**src/rtl/anfsqrt_mag.sv**
```systemverilog
// rtl/anfsqrt_mag.sv - (x,y) magnitude front end: sum-of-squares FIFO feeding a clocked sqrt unit
// Optional out_sat port and per-entry saturation bit under ANFSQRT_MAG_SAT_FLAG_EN.
`timescale 1ns/1ps
module anfsqrt_mag #(
  parameter int DEPTH = 4
) (
  input  logic        clk,
  input  logic        reset_n,
  input  logic [15:0] in_x,
  input  logic [15:0] in_y,
  input  logic        in_valid,
  output logic        in_ready,
  output logic [31:0] sq_query,
  output logic        sq_query_valid,
  input  logic        sq_query_ready,
  input  logic [15:0] sq_result,
  input  logic        sq_result_valid,
  output logic [15:0] out_mag,
  output logic        out_valid,
  input  logic        out_ready
`ifdef ANFSQRT_MAG_SAT_FLAG_EN
  ,
  output logic        out_sat
`endif
);

  localparam int AW = $clog2(DEPTH);
`ifdef ANFSQRT_MAG_SAT_FLAG_EN
  localparam int W = 33;
`else
  localparam int W = 32;
`endif

  localparam logic [1:0] ST_IDLE = 2'd0;
  localparam logic [1:0] ST_WAIT = 2'd1;
  localparam logic [1:0] ST_HOLD = 2'd2;

  logic [AW:0]   wr_ptr_q, wr_ptr_d, rd_ptr_q, rd_ptr_d;
  logic [W-1:0]  mem_q [DEPTH];
  logic          init_q;
  logic [31:0]   xx, yy, sum_clip;
  logic [32:0]   sum;
  logic [W-1:0]  entry, head;
  logic          full, empty, push, pop;

  logic [1:0]    state_q, state_d;
  logic [31:0]   sq_query_q, sq_query_d;
  logic          sq_query_valid_q, sq_query_valid_d;
  logic [15:0]   out_mag_q, out_mag_d;
  logic          out_valid_q, out_valid_d;
`ifdef ANFSQRT_MAG_SAT_FLAG_EN
  logic          issued_sat_q, issued_sat_d;
  logic          out_sat_q, out_sat_d;
`endif

  assign xx       = 32'(in_x) * 32'(in_x);
  assign yy       = 32'(in_y) * 32'(in_y);
  assign sum      = {1'b0, xx} + {1'b0, yy};
  assign sum_clip = sum[32] ? 32'hFFFF_FFFF : sum[31:0];
`ifdef ANFSQRT_MAG_SAT_FLAG_EN
  assign entry    = {sum[32], sum_clip};
`else
  assign entry    = sum_clip;
`endif

  assign empty    = (wr_ptr_q == rd_ptr_q);
  assign full     = (wr_ptr_q[AW] != rd_ptr_q[AW]) && (wr_ptr_q[AW-1:0] == rd_ptr_q[AW-1:0]);
  // init_q keeps in_ready low until the first edge after reset release
  assign in_ready = init_q && !full;
  assign push     = in_valid && in_ready;
  assign head     = mem_q[rd_ptr_q[AW-1:0]];
  assign wr_ptr_d = push ? wr_ptr_q + (AW+1)'(1) : wr_ptr_q;
  assign rd_ptr_d = pop  ? rd_ptr_q + (AW+1)'(1) : rd_ptr_q;

  always_comb begin
    state_d          = state_q;
    sq_query_d       = sq_query_q;
    sq_query_valid_d = 1'b0;
    out_mag_d        = out_mag_q;
    out_valid_d      = out_valid_q;
    pop              = 1'b0;
`ifdef ANFSQRT_MAG_SAT_FLAG_EN
    issued_sat_d     = issued_sat_q;
    out_sat_d        = out_sat_q;
`endif
    case (state_q)
      ST_IDLE: begin
        if (!empty && sq_query_ready) begin
          sq_query_d       = head[31:0];
          sq_query_valid_d = 1'b1;
          pop              = 1'b1;
          state_d          = ST_WAIT;
`ifdef ANFSQRT_MAG_SAT_FLAG_EN
          issued_sat_d     = head[32];
`endif
        end
      end
      ST_WAIT: begin
        if (sq_result_valid) begin
          out_mag_d   = sq_result;
          out_valid_d = 1'b1;
          state_d     = ST_HOLD;
`ifdef ANFSQRT_MAG_SAT_FLAG_EN
          out_sat_d   = issued_sat_q;
`endif
        end
      end
      ST_HOLD: begin
        if (out_valid_q && out_ready) begin
          out_valid_d = 1'b0;
          state_d     = ST_IDLE;
        end
      end
      default: state_d = ST_IDLE;
    endcase
  end

  always_ff @(posedge clk) begin
    if (push) mem_q[wr_ptr_q[AW-1:0]] <= entry;
  end

  always_ff @(posedge clk or negedge reset_n) begin
    if (!reset_n) begin
      init_q           <= 1'b0;
      wr_ptr_q         <= '0;
      rd_ptr_q         <= '0;
      state_q          <= ST_IDLE;
      sq_query_q       <= '0;
      sq_query_valid_q <= 1'b0;
      out_mag_q        <= '0;
      out_valid_q      <= 1'b0;
`ifdef ANFSQRT_MAG_SAT_FLAG_EN
      issued_sat_q     <= 1'b0;
      out_sat_q        <= 1'b0;
`endif
    end else begin
      init_q           <= 1'b1;
      wr_ptr_q         <= wr_ptr_d;
      rd_ptr_q         <= rd_ptr_d;
      state_q          <= state_d;
      sq_query_q       <= sq_query_d;
      sq_query_valid_q <= sq_query_valid_d;
      out_mag_q        <= out_mag_d;
      out_valid_q      <= out_valid_d;
`ifdef ANFSQRT_MAG_SAT_FLAG_EN
      issued_sat_q     <= issued_sat_d;
      out_sat_q        <= out_sat_d;
`endif
    end
  end

  assign sq_query       = sq_query_q;
  assign sq_query_valid = sq_query_valid_q;
  assign out_mag        = out_mag_q;
  assign out_valid      = out_valid_q;
`ifdef ANFSQRT_MAG_SAT_FLAG_EN
  assign out_sat        = out_sat_q;
`endif

endmodule

```
**config.mk**
```make
export PLATFORM = sky130hd
export DESIGN_NAME = anfsqrt_mag
export DESIGN_NICKNAME = d
export VERILOG_FILES = /design/src/rtl/anfsqrt_mag.sv
export SDC_FILE = /design/constraint.sdc
export NUM_CORES = 1
export LEC_CHECK = 0
export CAP_MARGIN = 20
export CORE_UTILIZATION = 57
export DETAILED_ROUTE_END_ITERATION = 16
export PLACE_DENSITY = 0.88
export SETUP_SLACK_MARGIN = 0.1
export SKIP_LAST_GASP = 1
export SLEW_MARGIN = 20
export SYNTH_ARGS = -nofsm -noshare
export SYNTH_HDL_FRONTEND = slang
export SYNTH_SLANG_ARGS = --single-unit
```
**constraint.sdc**
```tcl
create_clock -name clk -period 2.5 [get_ports clk]
set_clock_uncertainty 0.05 [all_clocks]
set_input_delay 0.5 -clock clk [delete_from_list [all_inputs] [get_ports clk]]
set_output_delay 0.5 -clock clk [all_outputs]
set_load 0.02 [all_outputs]
```
==> qor.yml, run 1 <==
ys_ff_latch: 187
grt_pass1_wl_mm: 95.61
cts.htree.levels: 4
die_area_mm2: 0.03937
tightest_slew_ps: 670.4
slew_violations: 0
grt_max_degree: 60
routed_wirelength_mm: 64.27
setup_slack_ps: -4670
cp_slowest_cell: "fa_1"
antenna_found_initial: 1
num_vias: 16328
io_buffers: 104
firstDrtPassIters: 5
async_flop_share: 0.3155
die-height_um: 198.4
min_period_over_period: 2.868
final_util: 0.7600
reg2reg_to: "mem_q[3][14]"
netlist_area_mm2: 0.02199
path_class: "primary input to flop"
cp_common_cell: "fa_1"
yosysSeqAreaShare: 0.2419
wl_per_cell_um: 21.99
grt.total_usage: 0.3243
placed_cells: 2799
hold_violations: 0
rsz0062_at_grt: "true"
hp-class: "primary input to async pin"
fp.dieW_um: 198.4
regToRegStartpoint: "wr_ptr_q[0]"
critPathArrivalTime_ps: 7260
grt_pass1_vias: 17825
ios: 105
synth_edf_count: 128
antenna_cells: 0
violations: "setup timing"
layoutNonFillerInstCount: 2923
cap_viol_max_count: 0
grt_overflow_total: 0
synth.avg_cell_area_um2: 11.35
cp_max_fo: 4
syn2layout_area_growth_pct: 30.81
fin_nets: 3041
rr_worst_depth: 6
cts.path.max_buffers: 2
clk_latency_ps: 440
synthesis.nets: 2580
start_kind: "primary input"
fp-row-count: 71
cpPeakStageDelay_ps: 570
r2r_slack_ps: 300
drtIter0Drc: 1253
place_congestion: 0.9253
status: "finished, violations left"
cts_sinks: 187
synth_cells: 1938
core_region_area_mm2: 0.03784
ant_nets: 0
crit_path_end_kind: "flop"
viasPerCell: 5.586
numCtsBuffers: 17
cp_data_required_time_ps: 2590
setup_viol: 128
drc_errors: 0
setup_tns_ps: -580740
cts-root-buf: "clkbuf_16"
layout-drive-gt1-share: 0.3458
synthFlopType: "edfxtp_1"
fillCellCount: 2135
min_period_ps: 7170
slew_headroom: 0.5499
yosysUniqueCellTypes: 55
cts_tree: "done"
ys_warn_count: 0
start_util: 0.5810
path_clk_slew_ps: 70
place_hpwl_mm: 45.76
clock.fmax_ghz: 0.1395
cell usage after synthesis, types with 2 or more instances:
cell type  number  area, um2
buf_1           2      7.510
clkbuf_1       51      191.4
nor2b_1         8      50.05
mux4_2         32      720.7
fa_1          383       7667
xnor2_1        30      262.8
nand2b_1        4      25.02
o21ai_0        15      75.07
a21oi_1        32      160.2
o21bai_1        5      37.54
buf_2           3      15.01
buf_8           2      30.03
a31oi_1         7      43.79
ha_1          205       2565
or2_2           5      31.28
nor2_1         35      131.4
xor2_1         21      183.9
nand3b_1        3      22.52
nor3_1          4      20.02
o31ai_1         2      15.01
a211oi_1        2      15.01
inv_1         497       1866
a21o_1         22      165.2
mux2i_1         2      20.02
o211ai_1        3      22.52
dfrtp_1        59       1476
edfxtp_1      128       3844
nand3_1         7      35.03
mux2_2         53      596.8
and3_1         11      68.82
nand4_1         5      31.28
nand2_1       144      540.5
or2b_1          2      15.01
a31o_2          5      43.79
or4_1           2      15.01
and2_1        127      794.5
o21a_1          2      15.01
routing by layer:
| metal | global-route usage | vias to the layer above | routed length (um) |
|---|---|---|---|
| met4 | 0.1712 | 2 | 4262 |
| met5 | 0 | - | 18 |
| met1 | 0.3772 | 8238 | 23010 |
| li1 | - | 6896 | - |
| met2 | 0.5793 | 881 | 32990 |
| met3 | 0.04866 | 311 | 3991 |
logic make-up after synthesis:
group,Yosys count,synth area share
DFF,187,0.2419
other,1,0.0001705
adders and majority gates,588,0.4653
buffers and inverters,556,0.09645
muxes,87,0.06083
xor gates and xnor gates,51,0.02031
and+or+nand+nor,360,0.08188
AOI/OAI and AO/OA,108,0.03306
worst max-delay path by stage:
stage | startpoint | to | slack, ps | depth (start not counted)
detailed placement | in_y[10] | mem_q[0][28] | -5720 | 24
floorplan | in_y[12] | mem_q[0][13] | -4590 | 23
global placement | in_y[10] | mem_q[0][28] | -5580 | 24
finish | in_x[5] | mem_q[0][26] | -4670 | 26
CTS | in_x[3] | mem_q[3][1] | -4630 | 25
global route | in_x[5] | mem_q[1][28] | -4770 | 26
sequential cells by signal, summed over array words and instances (netlist names):
| register | flops |
|---|---|
| out_mag | 16 |
| init_q | 1 |
| sq_query_valid | 1 |
| out_valid | 1 |
| sq_query | 32 |
| wr_ptr_q | 3 |
| mem_q | 128 |
| rd_ptr_q | 3 |
| state_q | 2 |
cell type report:
cell class,instances,area [um2],area share
tap,511,639.4,0.02223
clock inverter,10,97.59,0.003393
inverter,497,1876,0.06521
sequential,187,5323,0.1851
clock buffer,22,506.7,0.01762
multi-input combinational,1195,15740,0.5472
timing repair buffer,501,4582,0.1593
critical path: cells and delay by family:
kind,cells,cell delay [ps]
adder cells (fa/ha/maj),9,4270
buffers and inverters,8,720
XOR/XNOR,1,210
AO/OA/AOI/OAI,5,1110
AND/OR/NAND/NOR,3,440
metrics by stage:
step	instance area [um2]	hold WS, ps	setup WS [ps]
after floorplan	22270	154.4	-4587
after global placement	26090	427.2	-5578
after detailed placement	26090	444.1	-5717
after CTS	27870	9.338	-4626
after global routing	28760	24.06	-4773
final	28760	6.198	-4670
cell usage in the layout, fill, tap and decap left out, types with 8 or more instances in the layout:
cell / Yosys / final
inv_1: 497 / 434
fa_1: 383 / 342
buf_4: 0 / 316
ha_1: 205 / 183
edfxtp_1: 128 / 128
and2_1: 127 / 94
nand2_1: 144 / 89
clkdlybuf4s50_1: 0 / 70
buf_6: 1 / 61
inv_2: 0 / 60
dfrtp_1: 59 / 57
mux2_2: 53 / 52
fa_2: 0 / 41
and2_4: 0 / 33
nand2_4: 0 / 32
mux4_2: 32 / 32
nor2_1: 35 / 29
a21o_1: 22 / 22
a21oi_1: 32 / 22
xnor2_1: 30 / 22
xor2_1: 21 / 20
clkbuf_16: 0 / 20
nand2_2: 0 / 19
buf_12: 0 / 19
ha_4: 0 / 18
buf_2: 3 / 14
nor2b_1: 8 / 8
xnor2_2: 0 / 8
o21ai_0: 15 / 8
repair_timing:
item | 4_1_cts | 5_1_grt
gates resized for setup | 289 | 250
setup buffers | 55 | 23
gates cloned | 16 | 1
pin swaps | 147 | 171
setup endpoints to repair | 129 | 129
hold buffers | 0 | 0
Power of run 1 is left out: the tool's default activity adds up to more than one toggle a clock period on the data nets, which glitch-free logic cannot reach.
==> run 2: changes to the inputs <==
Settings changed: CORE_UTILIZATION 57 to 58, CTS_BUF_LIST set to sky130_fd_sc_hd__clkbuf_8, PLACE_DENSITY 0.88 to 0.89.
==> run 2 against run 1 <==
  * The run still ends with setup timing left
  * Non-clock buffer count down 9
  * Fmax down 2.3%
  * Final area down 1.8%
  * Via count down 0.81%
  * Sequential cell count unchanged
  * Critical path depth down 4
  * Largest cell class unchanged
==> qor.yml, run 2 (synthesis results as in run 1) <==
fillCellCount: 2009  # -5.9%
cp_data_required_time_ps: 2660  # +70 ps
antenna_found_initial: 1  # unchanged
layout_commonest_cell: "inv_1"
viasPerCell: 5.569  # -0.30%
num_vias: 16196  # -0.81%
min_period_ps: 7335  # +165.3 ps
clock.fmax_ghz: 0.1363  # -2.3%
grt.total_usage: 0.3273  # +0.002984
critPathArrivalTime_ps: 7490  # +230 ps
grt_max_degree: 41  # -32%
layout-drive-gt1-share: 0.3238  # -0.02201
cp_common_cell: "fa_2"
firstDrtPassIters: 6  # +1
routed_wirelength_mm: 62.55  # -2.7%
cts-root-buf: "clkbuf_8"
ant_nets: 0  # unchanged
syn2layout_area_growth_pct: 28.39
clk_latency_ps: 480  # +40 ps
grt_pass1_wl_mm: 95.57  # about the same
grt_pass1_vias: 18083  # +1.4%
fp-row-count: 70  # -1.4%
design_area_mm2: 0.02823  # -1.8%
multi_input_area_mm2: 0.01557  # -1.1%
tightest_slew_ps: 674.1  # +3.728 ps
status: "finished, violations left"
slew_headroom: 0.5506  # +0.0007270
path_cells: "clkdlybuf4s15_2 > inv_4 > nor2_1 > fa_2 > inv_1 > fa_1 > fa_2 > fa_2 > inv_2 > fa_2 > fa_2 > fa_1 > fa_2 > ha_4 > buf_6 > a21o_1 > a2111o_1 > a31oi_4 > nor4_4 > nor2_1 > and3_1 > o31ai_4"
hold_violations: 0  # unchanged
cts_sinks: 187  # unchanged
place_area_mm2: 0.02605  # -0.16%
drtIter0Drc: 1117  # -11%
crit_path_end_kind: "flop"
cts.path.max_buffers: 2  # unchanged
violations: "setup timing"
setup_slack_ps: -4835  # -165.3 ps
start_kind: "primary input"
wl_per_cell_um: 21.51  # -2.2%
rsz0062_at_grt: "true"
ios: 105  # unchanged
cts.htree.levels: 4  # unchanged
min_period_over_period: 2.934  # +0.06611
path_clk_slew_ps: 100  # +30 ps
io_buffers: 104  # unchanged
cp_max_fo: 4  # unchanged
die_area_mm2: 0.03869  # -1.7%
setup_viol: 128  # unchanged
cpPeakStageDelay_ps: 610  # +40 ps
path_class: "primary input to flop"
place_congestion: 0.9500  # +2.7%
die-height_um: 196.7  # -0.86%
final-seq-area_mm2: 0.005324  # about the same
fp.dieW_um: 196.7  # -0.86%
drc_errors: 0  # unchanged
place_hpwl_mm: 45.88  # +0.26%
final_cell_mix: "452 x inv_1, 338 x fa_1, 328 x buf_4"
cap_viol_max_count: 0  # unchanged
cp_slowest_cell: "fa_1"
slew_violations: 0  # unchanged
grt_overflow_total: 0  # unchanged
core_region_area_mm2: 0.03696  # -2.3%
largest_reg_flops: 128  # unchanged
cts_tree: "done"
hp-class: "primary input to async pin"
numCtsBuffers: 17  # unchanged
start_util: 0.5949  # +0.01389
fin_nets: 3032  # -0.30%
run 2: cell types whose count changed in the layout (fill, tap and decap cells not counted), moves of 6 or more:
| cell | before | now |
|---|---|---|
| nand2_1 | 89 | 99 |
| nand2_4 | 32 | 26 |
| buf_4 | 316 | 328 |
| clkbuf_8 | 2 | 17 |
| buf_6 | 61 | 41 |
| inv_1 | 434 | 452 |
| inv_2 | 60 | 41 |
| a21oi_1 | 22 | 28 |
| clkbuf_16 | 20 | 0 |
run 2: worst max-delay path: cells and delay by family:
kind                       cells  cell delay (ps)
adders and majority gates      9             4580
AOI/OAI and AO/OA              4             1050
and+or+nand+nor                4              760
buffers and inverters          5              570
run 2: what timing repair did:
| item | CTS | global route |
|---|---|---|
| gates cloned | 8 | 0 |
| pin swaps | 113 | 73 |
| gates resized for setup | 333 | 108 |
| setup buffers | 69 | 14 |
| hold buffers | 1 | 0 |
| hold endpoints to repair | 19 | 0 |
| endpoints found under the setup margin | 129 | 129 |
run 2: path summary, 6_finish.rpt:
path / slack, ps / startpoint / cells past startpoint / endpoint
setup / recovery: -4840 / in_x[8] / 22 / mem_q[1][31]
hold / removal: 460 / reset_n / 2 / sq_query[6]
setup reg to reg: 410 / rd_ptr_q[0] / 3 / sq_query[2]
hold reg to reg: 460 / wr_ptr_q[2] / 1 / wr_ptr_q[2]
max in group asynchronous: 1350 / reset_n / 3 / rd_ptr_q[0]
min in group clk: 460 / wr_ptr_q[2] / 1 / wr_ptr_q[2]
run 2: per-layer routing:
metal	up-vias	routed length, um	GRT usage
met2	868	31990	0.5800
met3	245	4593	0.05955
li1	6878	-	-
met1	8205	22350	0.3786
met5	-	0	0
met4	0	3613	0.1731
run 2: metrics by stage:
step / instances / util / worst slack (ps) / hold slack (ps) / TNS, ps
after floorplan: 1938 / - / -4587 / 154.4 / -580870
after global placement: 2786 / 0.7047 / -5538 / 416.0 / -696720
after detailed placement: 2786 / 0.7047 / -5888 / 422.2 / -741190
after CTS: 2895 / 0.7520 / -4653 / 447.0 / -587730
after global routing: 2907 / 0.7638 / -4918 / 484.3 / -623050
final: 2908 / 0.7638 / -4835 / 462.5 / -609680
run 2: area by class of cell:
type / instances / share of cell area
Antenna cell: 1 / 0.00008864
Clock buffer: 17 / 0.008288
Clock inverter: 15 / 0.005495
Inverter: 497 / 0.06648
Multi-Input combinational cell: 1195 / 0.5516
Sequential cell: 187 / 0.1886
Tap cell: 504 / 0.02234
Timing Repair Buffer: 492 / 0.1572
Power of run 2 is left out for the same reason.
